==> config.mk <==
export PLATFORM = sky130hd
export DESIGN_NAME = rv_decode_stage
export DESIGN_NICKNAME = d
export VERILOG_FILES = /design/src/rtl/rv_ctrl_pkg.sv /design/src/rtl/rv_ctrl_decode.sv /design/src/rtl/rv_decode_stage.sv
export SDC_FILE = /design/constraint.sdc
export NUM_CORES = 1
export LEC_CHECK = 0
export BUFFER_PORTS_ARGS = -buffer_cell sky130_fd_sc_hd__buf_2
export CAP_MARGIN = 5
export CELL_PAD_IN_SITES_DETAIL_PLACEMENT = 0
export CELL_PAD_IN_SITES_GLOBAL_PLACEMENT = 2
export CORE_MARGIN = 2
export CORE_UTILIZATION = 37
export CTS_BUF_LIST = sky130_fd_sc_hd__clkbuf_4 sky130_fd_sc_hd__clkbuf_8 sky130_fd_sc_hd__clkbuf_16
export DETAILED_ROUTE_END_ITERATION = 6
export PLACE_DENSITY = 0.95
export SLEW_MARGIN = 20
export SYNTH_ARGS = -nofsm -noshare
export SYNTH_HDL_FRONTEND = slang
export SYNTH_HIERARCHICAL = 1
export SYNTH_SLANG_ARGS = --single-unit
==> constraint.sdc <==
create_clock -name clk -period 4.6 [get_ports clk]
set_clock_uncertainty 0.1 [all_clocks]
set_input_delay 0 -clock clk [delete_from_list [all_inputs] [get_ports clk]]
set_output_delay 0 -clock clk [all_outputs]
set_load 0.01 [all_outputs]
==> src/rtl/rv_ctrl_pkg.sv <==
// Shared RV32I decode constants and the registered ID/EX control bundle type.
// Imported by rv_ctrl_decode and rv_decode_stage.
package rv_ctrl_pkg;

   localparam logic [6:0] OPC_LOAD   = 7'b0000011;
   localparam logic [6:0] OPC_STORE  = 7'b0100011;
   localparam logic [6:0] OPC_OP     = 7'b0110011;
   localparam logic [6:0] OPC_OPIMM  = 7'b0010011;
   localparam logic [6:0] OPC_BRANCH = 7'b1100011;
   localparam logic [6:0] OPC_JAL    = 7'b1101111;
   localparam logic [6:0] OPC_JALR   = 7'b1100111;
   localparam logic [6:0] OPC_AUIPC  = 7'b0010111;
   localparam logic [6:0] OPC_LUI    = 7'b0110111;

   localparam logic [6:0] F7_BASE    = 7'b0000000;
   localparam logic [6:0] F7_ALT     = 7'b0100000;
   localparam logic [6:0] F7_MULDIV  = 7'b0000001;

   localparam logic [2:0] F3_SLL     = 3'b001;
   localparam logic [2:0] F3_SRX     = 3'b101;

   // Immediate is kept at 32 bits; the stage sign-extends it to XLEN.
   typedef struct packed {
      logic [3:0]  aluOp;
      logic        aluSrcImm;
      logic        isBranch;
      logic        isJal;
      logic        isJalr;
      logic        isAuipc;
      logic        isLui;
      logic        isLoad;
      logic        isStore;
      logic        isMuldiv;
      logic        rwe;
      logic        illegal;
      logic [4:0]  rd;
      logic [4:0]  rs1;
      logic [4:0]  rs2;
      logic [2:0]  func3;
      logic [31:0] imm;
   } ctrl_bundle_t;

endpackage

==> src/rtl/rv_ctrl_decode.sv <==
// Combinational RV32I control decode and immediate generation.
// Optional: define RV_MEXT_EN to accept M-extension OP encodings.
module rv_ctrl_decode
   import rv_ctrl_pkg::*;
(
   input  logic [31:0]  instr,
   output ctrl_bundle_t ctrl
);

   logic [6:0]  opcode;
   logic [6:0]  func7;
   logic [2:0]  func3;
   logic [31:0] immI;
   logic [31:0] immS;
   logic [31:0] immB;
   logic [31:0] immU;
   logic [31:0] immJ;
   logic        bad;

   assign opcode = instr[6:0];
   assign func3  = instr[14:12];
   assign func7  = instr[31:25];

   assign immI = {{20{instr[31]}}, instr[31:20]};
   assign immS = {{20{instr[31]}}, instr[31:25], instr[11:7]};
   assign immB = {{19{instr[31]}}, instr[31], instr[7], instr[30:25], instr[11:8], 1'b0};
   assign immU = {instr[31:12], 12'b0};
   assign immJ = {{11{instr[31]}}, instr[31], instr[19:12], instr[20], instr[30:21], 1'b0};

   always_comb begin
      ctrl       = '0;
      bad        = 1'b0;
      ctrl.rd    = instr[11:7];
      ctrl.rs1   = instr[19:15];
      ctrl.rs2   = instr[24:20];
      ctrl.func3 = func3;
      ctrl.aluOp = {1'b0, func3};
      case (opcode)
         OPC_LOAD: begin
            ctrl.isLoad = 1'b1;
            ctrl.aluOp  = '0;
            ctrl.imm    = immI;
         end
         OPC_STORE: begin
            ctrl.isStore = 1'b1;
            ctrl.aluOp   = '0;
            ctrl.imm     = immS;
         end
         OPC_OP: begin
            ctrl.aluOp = {func7[5], func3};
            if (func7 == F7_MULDIV) begin
`ifdef RV_MEXT_EN
               ctrl.isMuldiv = 1'b1;
               ctrl.aluOp    = {1'b0, func3};
`else
               bad = 1'b1;
`endif
            end else if (func7 != F7_BASE && func7 != F7_ALT) begin
               bad = 1'b1;
            end
         end
         OPC_OPIMM: begin
            ctrl.aluSrcImm = 1'b1;
            ctrl.imm       = immI;
            // Shift-immediates reuse the upper immediate bits as func7.
            if (func3 == F3_SLL) begin
               ctrl.aluOp = {func7[5], func3};
               bad        = (func7 != F7_BASE);
            end else if (func3 == F3_SRX) begin
               ctrl.aluOp = {func7[5], func3};
               bad        = (func7 != F7_BASE) && (func7 != F7_ALT);
            end
         end
         OPC_BRANCH: begin
            ctrl.isBranch = 1'b1;
            ctrl.imm      = immB;
         end
         OPC_JAL: begin
            ctrl.isJal = 1'b1;
            ctrl.imm   = immJ;
         end
         OPC_JALR: begin
            ctrl.isJalr = 1'b1;
            ctrl.imm    = immI;
         end
         OPC_AUIPC: begin
            ctrl.isAuipc = 1'b1;
            ctrl.imm     = immU;
         end
         OPC_LUI: begin
            ctrl.isLui = 1'b1;
            ctrl.imm   = immU;
         end
         default: bad = 1'b1;
      endcase

      // Illegal words keep their register fields but carry no operation.
      if (bad) begin
         ctrl.illegal   = 1'b1;
         ctrl.aluOp     = '0;
         ctrl.aluSrcImm = 1'b0;
         ctrl.isMuldiv  = 1'b0;
         ctrl.imm       = '0;
      end
      ctrl.rwe = !ctrl.isBranch && !ctrl.isStore && !ctrl.illegal && (ctrl.rd != '0);
   end

endmodule

==> src/rtl/rv_decode_stage.sv <==
// Registered ID/EX decode stage: valid/ready handshake, flush, load-use bubble
// and saturating stall counter. Optional: RV_MEXT_EN (see rv_ctrl_decode).
module rv_decode_stage
   import rv_ctrl_pkg::*;
#(
   parameter int unsigned XLEN        = 32,
   parameter int unsigned REG_AW      = 5,
   parameter int unsigned STALL_CNT_W = 16
) (
   input  logic                   clk,
   input  logic                   reset,
   input  logic                   in_valid,
   output logic                   in_ready,
   input  logic [31:0]            in_instr,
   input  logic                   flush,
   output logic                   out_valid,
   input  logic                   out_ready,
   output logic [3:0]             out_alu_op,
   output logic                   out_alu_src_imm,
   output logic                   out_is_branch,
   output logic                   out_is_jal,
   output logic                   out_is_jalr,
   output logic                   out_is_auipc,
   output logic                   out_is_lui,
   output logic                   out_is_load,
   output logic                   out_is_store,
   output logic                   out_is_muldiv,
   output logic                   out_rwe,
   output logic                   out_illegal,
   output logic [REG_AW-1:0]      out_rd,
   output logic [REG_AW-1:0]      out_rs1,
   output logic [REG_AW-1:0]      out_rs2,
   output logic [2:0]             out_func3,
   output logic [XLEN-1:0]        out_imm,
   output logic [STALL_CNT_W-1:0] stall_count
);

   ctrl_bundle_t           decCtrl;
   ctrl_bundle_t           bundleQ;
   logic                   validQ;
   logic [STALL_CNT_W-1:0] stallQ;
   logic                   usesRs1;
   logic                   usesRs2;
   logic                   hazard;
   logic                   accept;

   rv_ctrl_decode uDecode (
      .instr (in_instr),
      .ctrl  (decCtrl)
   );

   // Load-use check of the incoming word against the load held in ID/EX.
   always_comb begin
      usesRs1 = !(decCtrl.isLui || decCtrl.isAuipc || decCtrl.isJal);
      usesRs2 = decCtrl.isStore || decCtrl.isBranch ||
                (!decCtrl.illegal && (in_instr[6:0] == OPC_OP));
      hazard  = in_valid && validQ && bundleQ.isLoad && (bundleQ.rd != '0) &&
                ((usesRs1 && (decCtrl.rs1 == bundleQ.rd)) ||
                 (usesRs2 && (decCtrl.rs2 == bundleQ.rd)));
   end

   assign in_ready = (!validQ || out_ready) && !hazard && !flush;
   assign accept   = in_valid && in_ready;

   always_ff @(posedge clk or posedge reset) begin
      if (reset) begin
         validQ  <= 1'b0;
         bundleQ <= '0;
      end else if (flush) begin
         validQ <= 1'b0;
      end else if (accept) begin
         validQ  <= 1'b1;
         bundleQ <= decCtrl;
      end else if (out_ready) begin
         validQ <= 1'b0;
      end
   end

   always_ff @(posedge clk or posedge reset) begin
      if (reset) begin
         stallQ <= '0;
      end else if (hazard && out_ready && !flush && (stallQ != '1)) begin
         stallQ <= stallQ + STALL_CNT_W'(1);
      end
   end

   generate
      if (XLEN > 32) begin : gImmWide
         assign out_imm = {{(XLEN-32){bundleQ.imm[31]}}, bundleQ.imm};
      end else begin : gImmNarrow
         assign out_imm = bundleQ.imm[XLEN-1:0];
      end
   endgenerate

   assign out_valid       = validQ;
   assign stall_count     = stallQ;
   assign out_alu_op      = bundleQ.aluOp;
   assign out_alu_src_imm = bundleQ.aluSrcImm;
   assign out_is_branch   = bundleQ.isBranch;
   assign out_is_jal      = bundleQ.isJal;
   assign out_is_jalr     = bundleQ.isJalr;
   assign out_is_auipc    = bundleQ.isAuipc;
   assign out_is_lui      = bundleQ.isLui;
   assign out_is_load     = bundleQ.isLoad;
   assign out_is_store    = bundleQ.isStore;
   assign out_is_muldiv   = bundleQ.isMuldiv;
   assign out_rwe         = bundleQ.rwe;
   assign out_illegal     = bundleQ.illegal;
   assign out_rd          = REG_AW'(bundleQ.rd);
   assign out_rs1         = REG_AW'(bundleQ.rs1);
   assign out_rs2         = REG_AW'(bundleQ.rs2);
   assign out_func3       = bundleQ.func3;

endmodule

==> results of run 1 <==
-- final timing paths --
path / from / endpoint / depth (start not counted)
max in group asynchronous: reset / out_func3[0]$_DFFE_PP0P_ / 4
min: reset / out_imm[20]$_DFFE_PP0P_ / 3
min in group clk: in_instr[31] / out_imm[31]$_DFFE_PP0P_ / 3
max: in_instr[26] / out_valid$_DFFE_PP0P_ / 12
min reg2reg: stall_count[15]$_DFFE_PP0P_ / stall_count[15]$_DFFE_PP0P_ / 1
max reg2reg: out_rd[3]$_DFFE_PP0P_ / out_valid$_DFFE_PP0P_ / 7
-- logic make-up after synthesis --
family | Yosys count | share of synthesized area, %
AOI/OAI and AO/OA | 55 | 9.079
and+or+nand+nor | 108 | 14.41
muxes | 68 | 19.79
buffers and inverters | 48 | 7.230
DFF | 82 | 44.58
xor gates and xnor gates | 24 | 4.566
adders and majority gates | 1 | 0.2718
other | 1 | 0.08147
-- worst max-delay path, cell delays in order --
cell,delay [ps]
dlygate4sd3_1,560
buf_2,150
nor4_1,410
o311a_1,300
o2111ai_2,150
and4bb_2,310
a211oi_1,70
or3_1,340
and2_1,210
o211ai_4,700
o21ai_0,190
dlygate4sd3_1,610
-- per-stage QoR --
step	utilization (%)	setup slack (ps)
floorplan	-	1642
CTS	47.84	779.5
global route	47.84	516.7
finish	47.84	705.8
detailed placement	43.04	1057
global placement	43.04	1130
-- placed cells by master, fill, tap and decap left out, types with 4 or more instances in the layout --
cell	count
dlygate4sd3_1	27
a211oi_1	21
o21ai_0	10
nor3_2	5
nor4_1	10
xnor2_1	11
mux2_4	39
buf_4	4
nor3b_1	4
nand3_1	7
clkbuf_16	9
a22oi_1	5
and3_1	4
buf_2	119
mux2_2	28
nor2_1	7
and2_1	9
nor3_1	9
dfrtp_1	82
nand4_1	5
inv_1	5
nor2b_1	4
nand2_1	22
xor2_1	13
-- layout make-up --
| class | count | area (µm²) | share of cell area, % |
|---|---|---|---|
| flip-flops and latches | 82 | 2052 | 35.56 |
| clock buffers | 12 | 260.3 | 4.510 |
| repair buffers | 152 | 935.9 | 16.22 |
| well taps | 168 | 210.2 | 3.643 |
| clock inverters | 4 | 48.80 | 0.8456 |
| inverters | 6 | 23.77 | 0.4120 |
| multi-input cells | 257 | 2240 | 38.81 |
-- per-layer routing --
metal  part of all wire [%]  vias up  wire length (µm)  global-route usage, %
li1                       -     1636                 -                      -
met1                     43     1749              5370                  25.88
met2                     49      114              6014                  30.25
met3                    6.4       12               790                  4.289
met4                    1.4        0               170                  5.944
met5                      0        -                 0                      0
-- where the power goes --
part	internal (mW)	total, mW	leakage, nW	switching [mW]
registers	0.755	0.789	1.09	0.0336
logic	0.131	0.260	1.60	0.129
clock network	0.456	0.746	0.156	0.290
total	1.34	1.79	2.85	0.452
-- flip-flops by register name, summed over array words and instances, names as in the netlist, 3 cells and up --
register,cells
out_alu_op,4
out_func3,3
out_rs2,5
out_imm,32
out_rd,5
stall_count,16
out_rs1,5
==> impl_metrics.py, run 1 <==
metrics = {
    "critical_path": {
        "r2r_slack_ps": 1470,
        "setup.worst_path.start_class": "input port",
        "cp_data_arrival_time_ps": 4010,
        "critical_path_rt_ps": 4720,
        "setup.worst_path.class": "in -> reg",
        "worstSetupEndpointType": "register",
        "cp_max_fo": 22,
    },
    "global_routing": {
        "groute.usage.overall_pct": 19.01,
        "grt_start_max_net_pins": 55,
        "grt_remaining_overflow": 0,
        "antenna_violations_before_repair": 0,
        "first_pass_grt_wire_length_mm": 19.28,
        "number_of_global_route_vias_before_repair": 3477,
    },
    "layout": {
        "final_cell_count_no_fill": 681,
        "fillCellCount": 1099,
        "area_growth_from_synthesis_to_layout_pct": 25.36,
        "final_nets": 546,
        "final_layout_size_suffix_gt1_share_pct": 44.05,
        "layout.cell_area.non_filler_um2": 5771,
        "antenna_cells_inserted": 0,
    },
    "synthesis": {
        "ys_dominant_reg_cell": "dfrtp_1",
        "synth_seq_area_share_pct": 44.58,
        "synth-edff-count": 0,
        "post_synth_inst_count": 387,
        "post_synthesis_instance_area_um2": 4603,
        "synth_cell_count_leaders": "82 x dfrtp_1, 39 x mux2_4, 28 x mux2_2",
        "yosysWarningCount": 6,
        "ys_top_cells_by_area": "dfrtp_1 45%, mux2_4 13%, mux2_2 6.8%",
        "asyncSetResetFlopFracSynth_pct": 100.0,
        "postSynthNetCount": 425,
        "synthDominantAreaCellType": "dfrtp_1",
        "yosysUniqueCellTypes": 57,
        "syn_avg_cell_area_um2": 11.89,
        "proportion_of_netlist_area_held_by_the_largest_area_contributor_pct": 44.58,
        "postSynthRegisterBits": 82,
        "synth.most_common_cell": "dfrtp_1",
    },
    "sta": {
        "hold_ws_ps": 124.9,
        "finalSetupViolCount": 0,
        "timing.max_slew.rel_slack_pct": 28.24,
        "finalCritPeriodShare_pct": 84.66,
        "setup_tns_ps": 0,
        "min_period_ps": 3894,
        "timing_worst_slew_pin_value_ps": 1071,
        "rsz0062_at_grt": "false",
        "timing.fmax_ghz": 0.2568,
        "final_max_slew_viol_count": 0,
        "finalHoldViolations": 0,
    },
    "cts": {
        "cts-htree-levels": 3,
        "clkLatencyLatePin_ps": 340,
        "clockBufferDepth": 2,
        "cts_repair_resize_count": 0,
        "cts_tree": "yes",
        "clock_sink_count": 82,
        "cts_buffers": 9,
        "clk_pin_slew_ps": 60,
        "clock-root-buffer": "clkbuf_16",
        "post_cts_buffers": 0,
        "post_cts_hold_buffer_count": 27,
    },
    "place": {
        "placed_cells_incl_taps": 638,
        "globalplace.congestion": 0.8433,
        "port-buffer-count": 119,
        "placed_cell_area_um2": 5191,
        "dp_hpwl_mm": 8.847,
    },
    "route": {
        "detail_route.wl_per_cell_um": 18.13,
        "drc": 0,
        "drtAntennaViolNets": 0,
        "routed_wl_mm": 12.35,
        "firstDrtPassIters": 4,
        "detailroute.via_count": 3511,
        "vias_per_cell": 5.156,
        "drtIter0Drc": 206,
    },
    "flow_run": {
        "timing.max_cap.violations": 0,
    },
    "floorplan": {
        "initial_core_utilization_pct": 38.16,
        "coreArea_um2": 12060,
        "fp.dieW_um": 115.5,
        "dieArea_um2": 13350,
        "die_height_um": 115.5,
        "placementRows": 40,
        "ioPinCount": 120,
    },
    "power": {
        "power_density_nw_per_um2": 311.0,
        "power_mw": 1.795,
        "ir_drop_worst_case_vdd_mv": 0.1565,
        "leakage_nw": 2.849,
    },
    "outcome": {
        "result_of_the_run": "finished, final reports clean",
    },
    "min_path": {
        "hold_class": "in -> async",
    },
}
Note: power is estimated with default switching activity, not from simulation.
==> run 2: changes to the inputs <==
- CORE_UTILIZATION: 37 -> 31
- PLACE_DENSITY: 0.95 -> 0.88
- clock period: 4.6 -> 3.2 ns (I/O delays scaled with it)
==> run 2 against run 1 <==
- sequential share of layout area down 0.77 points
- routed wire length up 6.0%
- setup slack worse by 510 ps
- highest routed layer unchanged
- combinational power up 50%
- flip-flop and latch count unchanged
- register-to-register slack worse by 840 ps
- critical path depth up 1
==> impl_metrics.py, run 2 (synthesized netlist as in run 1, its figures left out) <==
metrics = {
    "outcome": {
        "result_of_the_run": "finished, final reports clean",
    },
    "power": {
        "power.switching_fraction_pct": 25.18,
        "ir_drop_worst_case_vdd_mv": 0.2569,
        "power_mw": 2.688,
        "total_switching_power_mw": 0.6768,
        "power.clock.fraction_pct": 43.4,
        "pwr-share-comb_pct": 14.5,
        "power_report.internal_total_mw": 2.012,
        "leakage_nw": 2.903,
        "share_seq_of_total_power_pct": 42.1,
        "power_density_nw_per_um2": 455.8,
    },
    "route": {
        "firstDrtPassIters": 4,
        "drtIter0Drc": 184,
        "drc": 0,
        "detail_route.wl_per_cell_um": 18.59,
        "routed_wl_mm": 13.09,
        "vias_per_cell": 5.058,
        "detailroute.via_count": 3561,
        "drtAntennaViolNets": 0,
    },
    "layout": {
        "final_common_cell": "buf_2",
        "footprint_of_the_multi_input_gates_um2": 2240,
        "final_nets": 553,
        "largest_reg_flops": 32,
        "mostFrequentLayoutCells": "119 x buf_2, 82 x dfrtp_1, 39 x mux2_4",
        "area_growth_from_synthesis_to_layout_pct": 28.13,
        "layout.cell_area.non_filler_um2": 5898,
        "final_layout_size_suffix_gt1_share_pct": 44.81,
        "regArea_um2": 2052,
        "fillCellCount": 1426,
        "antenna_cells_inserted": 0,
    },
    "cts": {
        "cts_buffers": 9,
        "clock-root-buffer": "clkbuf_16",
        "clkLatencyLatePin_ps": 350,
        "clk_pin_slew_ps": 70,
        "clockBufferDepth": 2,
        "cts_repair_resize_count": 0,
        "clock_sink_count": 82,
        "cts_tree": "yes",
        "cts-htree-levels": 3,
    },
    "sta": {
        "timing.fmax_ghz": 0.3332,
        "timing_worst_slew_pin_value_ps": 875.6,
        "finalHoldViolations": 0,
        "min_period_ps": 3002,
        "timing.max_slew.rel_slack_pct": 41.23,
        "finalCritPeriodShare_pct": 93.80,
        "setup_tns_ps": 0,
        "final_max_slew_viol_count": 0,
        "hold_ws_ps": 69.16,
        "rsz0062_at_grt": "false",
        "finalSetupViolCount": 0,
    },
    "global_routing": {
        "grt_remaining_overflow": 0,
        "groute.usage.overall_pct": 16.50,
        "grt_start_max_net_pins": 33,
        "groute.layer.met3.usage_pct": 5.140,
        "top_usage_layer": "met2",
        "number_of_global_route_vias_before_repair": 3577,
        "first_pass_grt_wire_length_mm": 20.03,
        "antenna_violations_before_repair": 0,
        "met1_global_route_usage_pct": 20.06,
        "met2_usage_pct": 27.89,
    },
    "critical_path": {
        "r2r_slack_ps": 630,
        "cp_data_arrival_time_ps": 3140,
        "crit_top_cell": "buf_12",
        "critPathSlowestCell": "dlygate4sd3_1",
        "worstSetupEndpointType": "register",
        "crit_chain": "dlygate4sd3_1 -> buf_2 -> nand2b_1 -> a2111o_1 -> o2111ai_2 -> and4bb_2 -> a211oi_1 -> or3_1 -> and2_1 -> o211ai_4 -> buf_12 -> buf_12 -> mux2_4",
        "setup.worst_path.class": "in -> reg",
        "setup.worst_path.start_class": "input port",
        "worst_path_largest_cell_delay_ps": 520,
        "worst_r2r_path_depth": 8,
        "critical_path_rt_ps": 3340,
        "cp_max_fo": 25,
    },
    "floorplan": {
        "coreArea_um2": 14530,
        "die_height_um": 125.9,
        "initial_core_utilization_pct": 31.67,
        "placementRows": 44,
        "ioPinCount": 120,
        "dieArea_um2": 15840,
        "fp.dieW_um": 125.9,
    },
    "place": {
        "port-buffer-count": 119,
        "placed_cell_area_um2": 5254,
        "globalplace.congestion": 0.8174,
        "dp_hpwl_mm": 9.515,
    },
    "min_path": {
        "worst_hold_path.num_cells": 4,
        "hold_class": "in -> reg",
    },
    "flow_run": {
        "timing.max_cap.violations": 0,
    },
}
[run 2: layout make-up]
class / count / area share (%)
clock buffers: 11 / 4.285
inverters: 6 / 0.4031
clock inverters: 5 / 1.464
multi-input cells: 257 / 37.97
flip-flops and latches: 82 / 34.79
repair buffers: 159 / 17.18
well taps: 184 / 3.903
[run 2: repair_timing]
item,in CTS,in global routing
setup endpoints to repair,0,1
hold buffers,27,0
setup buffers,0,3
hold endpoints to repair,49,0
[run 2: stage by stage]
stage,cells,worst slack (ps),util [%]
after floorplan,387,241.6,-
after global placement,658,169.8,36.15
after detailed placement,658,126.4,36.15
after CTS,701,157.8,40.34
after global routing,704,38.38,40.58
final,704,198.4,40.58
[run 2: power groups by stage]
stage / registers, mW / clock network (mW) / logic (mW)
2_1_floorplan: 1.16 / 0 / 0.215
3_3_place_gp: 1.15 / 0 / 0.355
3_5_place_dp: 1.15 / 0 / 0.362
4_1_cts: 1.13 / 1.19 / 0.390
5_1_grt: 1.14 / 1.25 / 0.418
6_report: 1.13 / 1.17 / 0.391
[run 2: final timing paths]
path                                          endpoint                         from
setup / recovery                out_imm[5]$_DFFE_PP0P_                 in_instr[13]
hold / removal                 out_imm[26]$_DFFE_PP0P_                 in_instr[26]
setup reg to reg               out_imm[25]$_DFFE_PP0P_        out_rd[4]$_DFFE_PP0P_
hold reg to reg            stall_count[15]$_DFFE_PP0P_  stall_count[15]$_DFFE_PP0P_
max in group asynchronous       out_imm[3]$_DFFE_PP0P_                        reset
min in group asynchronous    out_is_branch$_DFFE_PP0P_                        reset
[run 2: worst max-delay path, delay by kind of cell]
| kind | cells | cell delay [ps] |
|---|---|---|
| compound gates | 4 | 1050 |
| buf+inv | 4 | 990 |
| simple gates | 4 | 770 |
| mux | 1 | 310 |
[run 2: routing by layer]
metal  vias to the layer above  part of all wire, %
met5                         -                    0
met4                         0                  2.0
met3                        19                  4.4
met2                        88                   51
met1                      1792                   43
li1                       1662                    -
